`config.mk`:
```
export PLATFORM = sky130hd
export DESIGN_NAME = alu_arbiter
export DESIGN_NICKNAME = d
export VERILOG_FILES = /design/src/rtl/alu_arbiter.sv
export SDC_FILE = /design/constraint.sdc
export NUM_CORES = 1
export LEC_CHECK = 0
export ABC_AREA = 1
export ABC_CLOCK_PERIOD_IN_PS = 2000
export CAP_MARGIN = 20
export CORE_ASPECT_RATIO = 0.5
export CORE_MARGIN = 5
export CORE_UTILIZATION = 35
export CTS_BUF_LIST = sky130_fd_sc_hd__clkbuf_16
export DETAILED_ROUTE_END_ITERATION = 7
export PLACE_DENSITY = 0.78
export SLEW_MARGIN = 30
export SYNTH_ARGS = -nofsm -noshare
export SYNTH_HDL_FRONTEND = slang
export SYNTH_SLANG_ARGS = --single-unit
export TNS_END_PERCENT = 5
```
`constraint.sdc`:
```
create_clock -name clk -period 2 [get_ports clk]
set_clock_uncertainty 0.05 [all_clocks]
set_input_delay 0.3 -clock clk [delete_from_list [all_inputs] [get_ports clk]]
set_output_delay 0.3 -clock clk [all_outputs]
set_load 0.01 [all_outputs]
```
`src/rtl/alu_arbiter.sv`:
```
// alu_arbiter: shares one combinational ALU between the execute stage (port 0) and the aux unit (port 1).
// gnt in the request cycle, ack two cycles later, one op per 3 cycles; `define ALU_ARB_FIXED_PRIO_EN for fixed port-0 priority.
module alu_arbiter #(
    parameter int DATA_W = 32,
    parameter int FUN_W  = 6
) (
    input  logic              clk,
    input  logic              reset,
    input  logic              req0,
    input  logic [DATA_W-1:0] a0,
    input  logic [DATA_W-1:0] b0,
    input  logic [FUN_W-1:0]  fun0,
    input  logic              sign0,
    input  logic              req1,
    input  logic [DATA_W-1:0] a1,
    input  logic [DATA_W-1:0] b1,
    input  logic [FUN_W-1:0]  fun1,
    input  logic              sign1,
    output logic              gnt0,
    output logic              gnt1,
    output logic              ack0,
    output logic              ack1,
    output logic [DATA_W-1:0] result,
    output logic              busy,
    output logic [DATA_W-1:0] alu_a,
    output logic [DATA_W-1:0] alu_b,
    output logic [FUN_W-1:0]  alu_fun,
    output logic              alu_sign,
    input  logic [DATA_W-1:0] alu_out
);

    typedef enum logic [1:0] {IDLE, ISSUE, DONE} state_t;

    state_t state, state_nxt;
    logic   owner;
    logic   grant_any;
    logic   grant_port;

`ifdef ALU_ARB_FIXED_PRIO_EN
    always_comb grant_port = ~req0;
`else
    logic prio;

    always_comb grant_port = (req0 & req1) ? prio : ~req0;

    // Pointer hands priority to the port that lost (or did not take part in) this grant.
    always_ff @(posedge clk) begin
        if (!reset) begin
            prio <= 1'b0;
        end else if (grant_any) begin
            prio <= ~grant_port;
        end
    end
`endif

    // No grant while reset is held, so a latched op can never be reported.
    assign grant_any = reset & (state == IDLE) & (req0 | req1);

    always_comb begin
        state_nxt = state;
        gnt0      = 1'b0;
        gnt1      = 1'b0;
        ack0      = 1'b0;
        ack1      = 1'b0;
        busy      = 1'b0;
        case (state)
            IDLE: begin
                if (grant_any) begin
                    state_nxt = ISSUE;
                    gnt0      = ~grant_port;
                    gnt1      = grant_port;
                end
            end
            ISSUE: begin
                busy      = 1'b1;
                state_nxt = DONE;
            end
            DONE: begin
                busy      = 1'b1;
                ack0      = ~owner;
                ack1      = owner;
                state_nxt = IDLE;
            end
            default: state_nxt = IDLE;
        endcase
    end

    always_ff @(posedge clk) begin
        if (!reset) begin
            state    <= IDLE;
            owner    <= 1'b0;
            result   <= '0;
            alu_a    <= '0;
            alu_b    <= '0;
            alu_fun  <= '0;
            alu_sign <= 1'b0;
        end else begin
            state <= state_nxt;
            if (grant_any) begin
                owner    <= grant_port;
                alu_a    <= grant_port ? a1 : a0;
                alu_b    <= grant_port ? b1 : b0;
                alu_fun  <= grant_port ? fun1 : fun0;
                alu_sign <= grant_port ? sign1 : sign0;
            end
            if (state == ISSUE) begin
                result <= alu_out;
            end
        end
    end

endmodule

```
==> results.txt, run 1 <==
The initial detailed-routing violation count came out at 324. The vias per cell is 4.72. CTS placed an instance of sky130_fd_sc_hd__clkbuf_16 at the clock tree root. After synthesis, the share of flip-flops with an asynchronous set or reset is 0%. The chip height came out at 92.9 µm. In this run the number of H-tree levels came out at 3. Yosys instantiated no cell more often than sky130_fd_sc_hd__nand2_1. The finished layout holds 1163 standard cells, fillers aside. The number of nets in the synthesized netlist is 903. After layout, the worst path uses 93.7% of the clock period. The detailed placer's ending HPWL came out at 12.3 mm. The first-pass GRT wire length came out at 25.9 mm.

STA classifies the critical path endpoint as an output port. The critical path class is flip-flop to output port. The clock period minus worst slack is 1.87 ns. The final routed DRC violation total came out at 0. Clock latency on the worst-skew pair, taken at its later pin, is 0.34 ns. Summed over its instances, the top area cell type makes up 44.6% of the synthesized netlist area. The number of hold buffers added after CTS was 0. Entering global routing, the biggest net connects 72 pins. The fmax is 0.534 GHz. The TritonCTS clock tree is done.

After detailed routing, the total wire length is 16.3 mm. The final layout net count came out at 1165. The share of layout cells above drive strength 1 came out at 4.46%. The number of antenna violations at the first check in global routing is 0.

The floorplan row count came out at 30. The flow ran to the end, and the final reports show no timing, DRC or antenna violations. The area taken by multi-input logic gates came out at 0.00234 mm². The number of enable-type register cells in the synthesized netlist came out at 0. The number of detailed-routing iterations run before antenna repair came out at 5.

The total congestion overflow after global routing is 0. The post-synthesis sequential area ratio came out at 44.6%. 0 antenna diodes ended up in the layout. CTS saw 107 sinks. The number of synthesis warnings is 0.

The cell count after synthesis came out at 720. In this run the worst hold path is classified as input pin to flip-flop. The sequential cell area is 0.00214 mm². The total number of vias came out at 5484. The slew at the pin closest to its max-slew limit is 0.739 ns. The maximum fanout count along the critical path came out at 4. The per-cell routed wire length is 14.1 µm.

Counting the buffers created by CTS gives 9. The commonest cells after synthesis are sky130_fd_sc_hd__nand2_1, sky130_fd_sc_hd__dfxtp_1, sky130_fd_sc_hd__a21oi_1. The filler cells instantiated in the layout total 1221.

Summed over all instances, the cell type with the most area after synthesis is sky130_fd_sc_hd__dfxtp_1. Setup violations remaining at the end of the flow were counted as 0. Summed over all cells, the static leakage comes to 3.38 nW. From left edge to right edge, the die measures 176 µm. The total global routing track utilization came out at 19.3%. The post-synthesis cell area is 0.00481 mm². The largest voltage drop on the vdd net is 0.564 mV.

The worst-case clock buffer depth came out at 2. The tightest slew margin relative to the limit came out at 50.8%. The final hold violation count came out at 0. The total power came out at 6.54 mW. The startpoint kind of the worst setup timing path is a flip-flop. The effective utilization at floorplan is 35.6%. The power density over the cells came out at 807 mW/mm².

The area of the die is 0.0163 mm². The number of placed instances, taps included, is 1147. The number of global-route vias before repair is 5208.

Across the run, the number of max-cap violations was 0. The area growth from synthesis to layout is 68.6%. 286 I/O pins were placed. STA puts the critical path data arrival time at 1.52 ns. The number of port buffers is 285. The floorplan core area is 0.0135 mm².

Among all flip-flop cells after synthesis, the most frequent one is sky130_fd_sc_hd__dfxtp_1. In this run, distinct cell masters in the synthesized netlist total 17. Data on the critical path is required at its endpoint by 1.65 ns.

Setup repair after global routing left no endpoint under its margin. The global placement routability congestion came out at 0.805. The residual antenna-violating net count after detailed routing came out at 0.

The final sum of negative setup slack came out at 0 ns. The max-slew violation total from the final report came out at 0. The clock transition time at the flip-flop clock pins of the worst setup and hold paths came out at 0.07 ns. Ranked by total cell area, the synthesized netlist is headed by sky130_fd_sc_hd__dfxtp_1, sky130_fd_sc_hd__nand2_1, sky130_fd_sc_hd__a21oi_1, sky130_fd_sc_hd__nand3_1, sky130_fd_sc_hd__nor2_1.

The post-synthesis average cell area came out at 6.68 µm². The number of synthesized register bits came out at 107.
==> registers in the layout, summed over array words and instances, names as in the netlist <==
| register | cells |
|---|---|
| alu_sign | 1 |
| alu_b | 32 |
| alu_a | 32 |
| state | 2 |
| prio | 1 |
| alu_fun | 6 |
| result | 32 |
| owner | 1 |
==> power breakdown <==
group          internal (mW)  total, mW  switching (mW)
Clock                  0.981       1.78           0.799
Combinational           1.14       2.19            1.05
Sequential              2.42       2.56           0.141
Total                   4.55       6.54            1.99
==> final timing paths <==
check	slack (ns)	endpoint	startpoint	depth (start not counted)
hold reg to reg	0.41	alu_b[30]$_SDFFE_PN0P_	alu_b[30]$_SDFFE_PN0P_	2
hold / removal	0.37	owner$_SDFFE_PN0P_	req0	4
setup / recovery	0.13	gnt0	state[0]$_SDFFE_PN0P_	5
setup reg to reg	0.16	prio$_SDFFE_PN0P_	state[0]$_SDFFE_PN0P_	9
==> placed cells by master, fill, tap and decap left out, drive strengths merged <==
| cell | synthesis | final |
|---|---|---|
| a21oi | 73 | 73 |
| a31oi | 2 | 2 |
| buf | 28 | 21 |
| bufinv | 0 | 1 |
| clkbuf | 26 | 10 |
| clkdlybuf4s15 | 0 | 1 |
| clkdlybuf4s50 | 0 | 279 |
| clkinv | 0 | 3 |
| dfxtp | 107 | 107 |
| dlygate4sd2 | 0 | 3 |
| ha | 5 | 5 |
| inv | 12 | 15 |
| nand2 | 295 | 295 |
| nand3 | 71 | 71 |
| nor2 | 69 | 69 |
| o21ai | 32 | 32 |
==> metrics by stage <==
stage	hold WS (ns)	utilization, %	instance area (µm²)	setup slack (ns)
after CTS	0.367	60.0	8110	0.0115
after global routing	0.412	60.0	8100	0.00398
final	0.366	60.0	8100	0.127
after floorplan	0.385	-	4810	0.508
after detailed placement	0.404	57.8	7810	-0.0701
after global placement	0.400	57.8	7810	-0.0481
==> repair_timing <==
| action | in CTS | in global routing |
|---|---|---|
| setup buffers | 0 | 0 |
| cloned | 0 | 0 |
| endpoints found under the setup margin | 4 | 2 |
| gates resized for setup | 6 | 3 |
| hold endpoints to repair | 0 | 0 |
==> worst max-delay path, cell delays in order (launching register included) <==
cell and delay [ns]:
sky130_fd_sc_hd__dfxtp_1 0.33, sky130_fd_sc_hd__inv_1 0.09, sky130_fd_sc_hd__ha_2 0.22, sky130_fd_sc_hd__nand2_1 0.11, sky130_fd_sc_hd__nor2_1 0.15, sky130_fd_sc_hd__clkdlybuf4s15_1 0.28
==> area by class of cell <==
| type | instances | area share [%] |
|---|---|---|
| clock inverters | 7 | 0.911 |
| flip-flops and latches | 107 | 26.4 |
| repair buffers | 305 | 37.7 |
| inverters | 12 | 0.556 |
| clock buffers | 9 | 2.78 |
| well taps | 176 | 2.72 |
| multi-input cells | 547 | 28.9 |
==> cell families after synthesis <==
logic type | Yosys count | share of synthesized area (%)
compound gates | 107 | 11.2
fa+ha+maj | 5 | 1.30
buf+inv | 66 | 6.72
flops | 107 | 44.6
simple gates | 435 | 36.2
==> metal layers <==
| layer | routed length, µm | part of all wire (%) | global-route usage [%] |
|---|---|---|---|
| met5 | 0 | 0 | 0 |
| met1 | 6450 | 39 | 21.3 |
| met2 | 8650 | 53 | 36.8 |
| met3 | 951 | 5.8 | 4.77 |
| met4 | 293 | 1.8 | 5.32 |
Note: power is estimated with default switching activity, not from simulation.
==> run 2, diff against run 1 <==
--- a/config.mk
+++ b/config.mk
@@ -11,7 +11,6 @@
 export CORE_ASPECT_RATIO = 0.5
 export CORE_MARGIN = 5
 export CORE_UTILIZATION = 35
-export CTS_BUF_LIST = sky130_fd_sc_hd__clkbuf_16
 export DETAILED_ROUTE_END_ITERATION = 7
 export PLACE_DENSITY = 0.78
 export SLEW_MARGIN = 30
==> results.txt, run 2 (synthesis results as in run 1) <==
The initial detailed-routing violation count came out at 351 (+8.3%). Setup repair after global routing left no endpoint under its margin. The post-cts hold buffer count is 0 (unchanged). The number of port buffers came to 285 (unchanged).

The first-pass GRT wire length came out at 25.9 mm (about the same). The part of the total power dissipated in the clock network came out at 27.6% (+0.4 points). The per-cell routed wire length is 14.0 µm (-0.13%). The vias per cell came to 4.70 (-0.26%). The count of pins on the block boundary is 286 (unchanged). The total internal power is 4.59 mW (+0.84%).

The post-route clock period utilization came to 93.6% (about the same). The power density over the cells is 810 mW/mm² (+0.39%). The critical path starts at state[0]$_SDFFE_PN0P_.

The final layout net count came out at 1165 (unchanged). The final design instance area without fill is 0.00811 mm² (+0.12%). The final routed DRC violation total is 0 (unchanged).

The total cell area at the placement stage is 0.00781 mm² (unchanged). The largest net degree at the start of global routing is 72 (unchanged). The detailed placer's ending HPWL was 12.3 mm (unchanged).

The worst setup path is of the flip-flop to output port kind. The area growth from synthesis to layout is 68.8%. The stage delay of the slowest cell on the critical path is 0.33 ns (about the same). The total number of vias came out at 5470 (-0.26%). The chip height came out at 92.9 µm (unchanged).

The arrival time of the worst setup path is 1.52 ns (about the same). The residual antenna-violating net count after detailed routing is 0 (unchanged). Clock tree synthesis selected as its root buffer the cell sky130_fd_sc_hd__clkbuf_16. The final hold violation count came out at 0 (unchanged). The flow ran to the end, and the final reports show no timing, DRC or antenna violations. The total wire length came out at 16.3 mm (-0.13%). The clock period minus worst slack came out at 1.87 ns (-0.000877 ns). The maximum fanout count along the critical path came out at 4 (unchanged). The max-slew violation total from the final report came out at 0 (unchanged).

The number of antenna violations at the first check in global routing is 0 (unchanged). The slew at the pin closest to its max-slew limit came out at 0.748 ns (+0.00929 ns). The antenna diode count came to 0 (unchanged). The worst setup path is captured at an output port. The total congestion overflow after global routing is 0 (unchanged). The number of buffers added by the clock tree synthesis step was 9 (unchanged). The total power came out at 6.57 mW (+0.51%). The floorplan core area came out at 0.0135 mm² (unchanged).

Leaving out fill and tap cells, the most frequent cell in the layout is sky130_fd_sc_hd__nand2_1. Among all stages on the critical path, the largest delay is contributed by sky130_fd_sc_hd__dfxtp_1. The startpoint kind of the worst setup timing path is a flip-flop. The switching share of power came to 30.2% (-0.23 points). The number of H-tree branching levels is 3 (unchanged). The worst-case clock buffer depth came out at 2 (unchanged). The number of max-cap violations is 0 (unchanged). The sequential share of power came out at 39.0% (-0.2 points). The cell family contributing the most delay on the critical path is buffers and inverters. The total global routing track utilization is 19.2% (-0.035 points). The fmax is 0.534 GHz (about the same). The effective utilization at floorplan is 35.6% (unchanged).

The floorplan row count is 30 (unchanged). The worst path buffer plus inverter count came to 2 (unchanged). The later-pin clock latency in the skew report came out at 0.34 ns (about the same). The width of the die came out at 176 µm (unchanged). The final count of negative-setup-slack endpoints is 0 (unchanged). The number of global-route vias before repair came out at 5214 (+0.12%).

The launching point of the worst reg2reg path is state[0]$_SDFFE_PN0P_. The net switching power figure came out at 1.98 mW (-0.24%). In this run the worst hold path is classified as input pin to flip-flop. The number of clock sinks seen by CTS came out at 107 (unchanged).

The clock transition time at the flip-flop clock pins of the worst setup and hold paths came out at 0.07 ns (about the same). The share of layout cells above drive strength 1 is 4.56% (+0.10 points). The combinational group share of total power is 33.4% (about the same). The area of the die came out at 0.0163 mm² (unchanged). The number of detailed-routing iterations run before antenna repair is 5 (unchanged). The number of setup buffers added after CTS is 0 (unchanged).

The tightest slew margin relative to the limit came out at 50.1% (-0.62 points). The global placement routability congestion is 0.805 (unchanged). In the layout the commonest cells are sky130_fd_sc_hd__nand2_1, sky130_fd_sc_hd__clkdlybuf4s50_1, sky130_fd_sc_hd__dfxtp_1. The critical path goes through inv_1, ha_2, nand2_1, nor2_1, clkdlybuf4s15_1. The worst hold path begins at req0. The largest registers in the layout are alu_a x32, alu_b x32, result x32.

The TritonCTS clock tree is done. The leakage power summed over all cells came to 3.38 nW (+0.17%). The largest voltage drop on the vdd net came to 0.564 mV (about the same). The required time of the worst setup path is 1.65 ns (about the same).
-- run 2: power by group through the flow --
stage          Clock, mW  Combinational, mW  Sequential [mW]
2_1_floorplan          0              0.881             2.74
3_3_place_gp           0               2.19             2.60
3_5_place_dp           0               2.22             2.61
6_report            1.81               2.19             2.56
5_1_grt             1.98               2.40             2.60
4_1_cts             1.88               2.22             2.57
-- run 2: path summary, 6_finish.rpt --
| check | slack (ns) | depth (start not counted) | endpoint |
|---|---|---|---|
| max | 0.13 | 5 | gnt0 |
| min | 0.37 | 4 | owner$_SDFFE_PN0P_ |
| max reg2reg | 0.16 | 9 | prio$_SDFFE_PN0P_ |
| min reg2reg | 0.41 | 2 | alu_b[30]$_SDFFE_PN0P_ |
-- run 2: final cells by class --
cell class	count	area, µm²
clock buffers	10	239
clock inverters	6	70.1
fillers	1218	5400
inverters	12	45.0
multi-input cells	547	2340
flip-flops and latches	107	2140
well taps	176	220
repair buffers	305	3050
-- run 2: what timing repair did --
item,4_1_cts,5_1_grt
cloned,0,0
setup endpoints to repair,4,2
resized for setup,6,3
endpoints found under the hold margin,0,0
-- run 2: worst reg2reg max path, delay by kind of cell (launching register included) --
kind            cells  cell delay [ns]
fa+ha+maj           1             0.22
flops               1             0.33
buf+inv             4             0.67
simple gates        3             0.29
compound gates      1             0.15
-- run 2: routing by layer --
metal	vias up	routed length (µm)	track usage (%)
li1	2809	-	-
met1	2501	6470	21.3
met2	138	8620	36.7
met3	22	938	4.77
met4	0	293	5.32
met5	-	0	0
-- run 2: stage by stage --
| step | util [%] | hold WS, ns | TNS (ns) | setup WS, ns | std cells |
|---|---|---|---|---|---|
| 2_1_floorplan | - | 0.385 | 0 | 0.508 | 720 |
| 3_3_place_gp | 57.8 | 0.400 | -0.0653 | -0.0481 | 1147 |
| 3_5_place_dp | 57.8 | 0.404 | -0.110 | -0.0701 | 1147 |
| 4_1_cts | 60.1 | 0.367 | 0 | 0.0115 | 1163 |
| 5_1_grt | 60.0 | 0.412 | 0 | 0.00398 | 1163 |
| 6_report | 60.0 | 0.367 | 0 | 0.128 | 1163 |
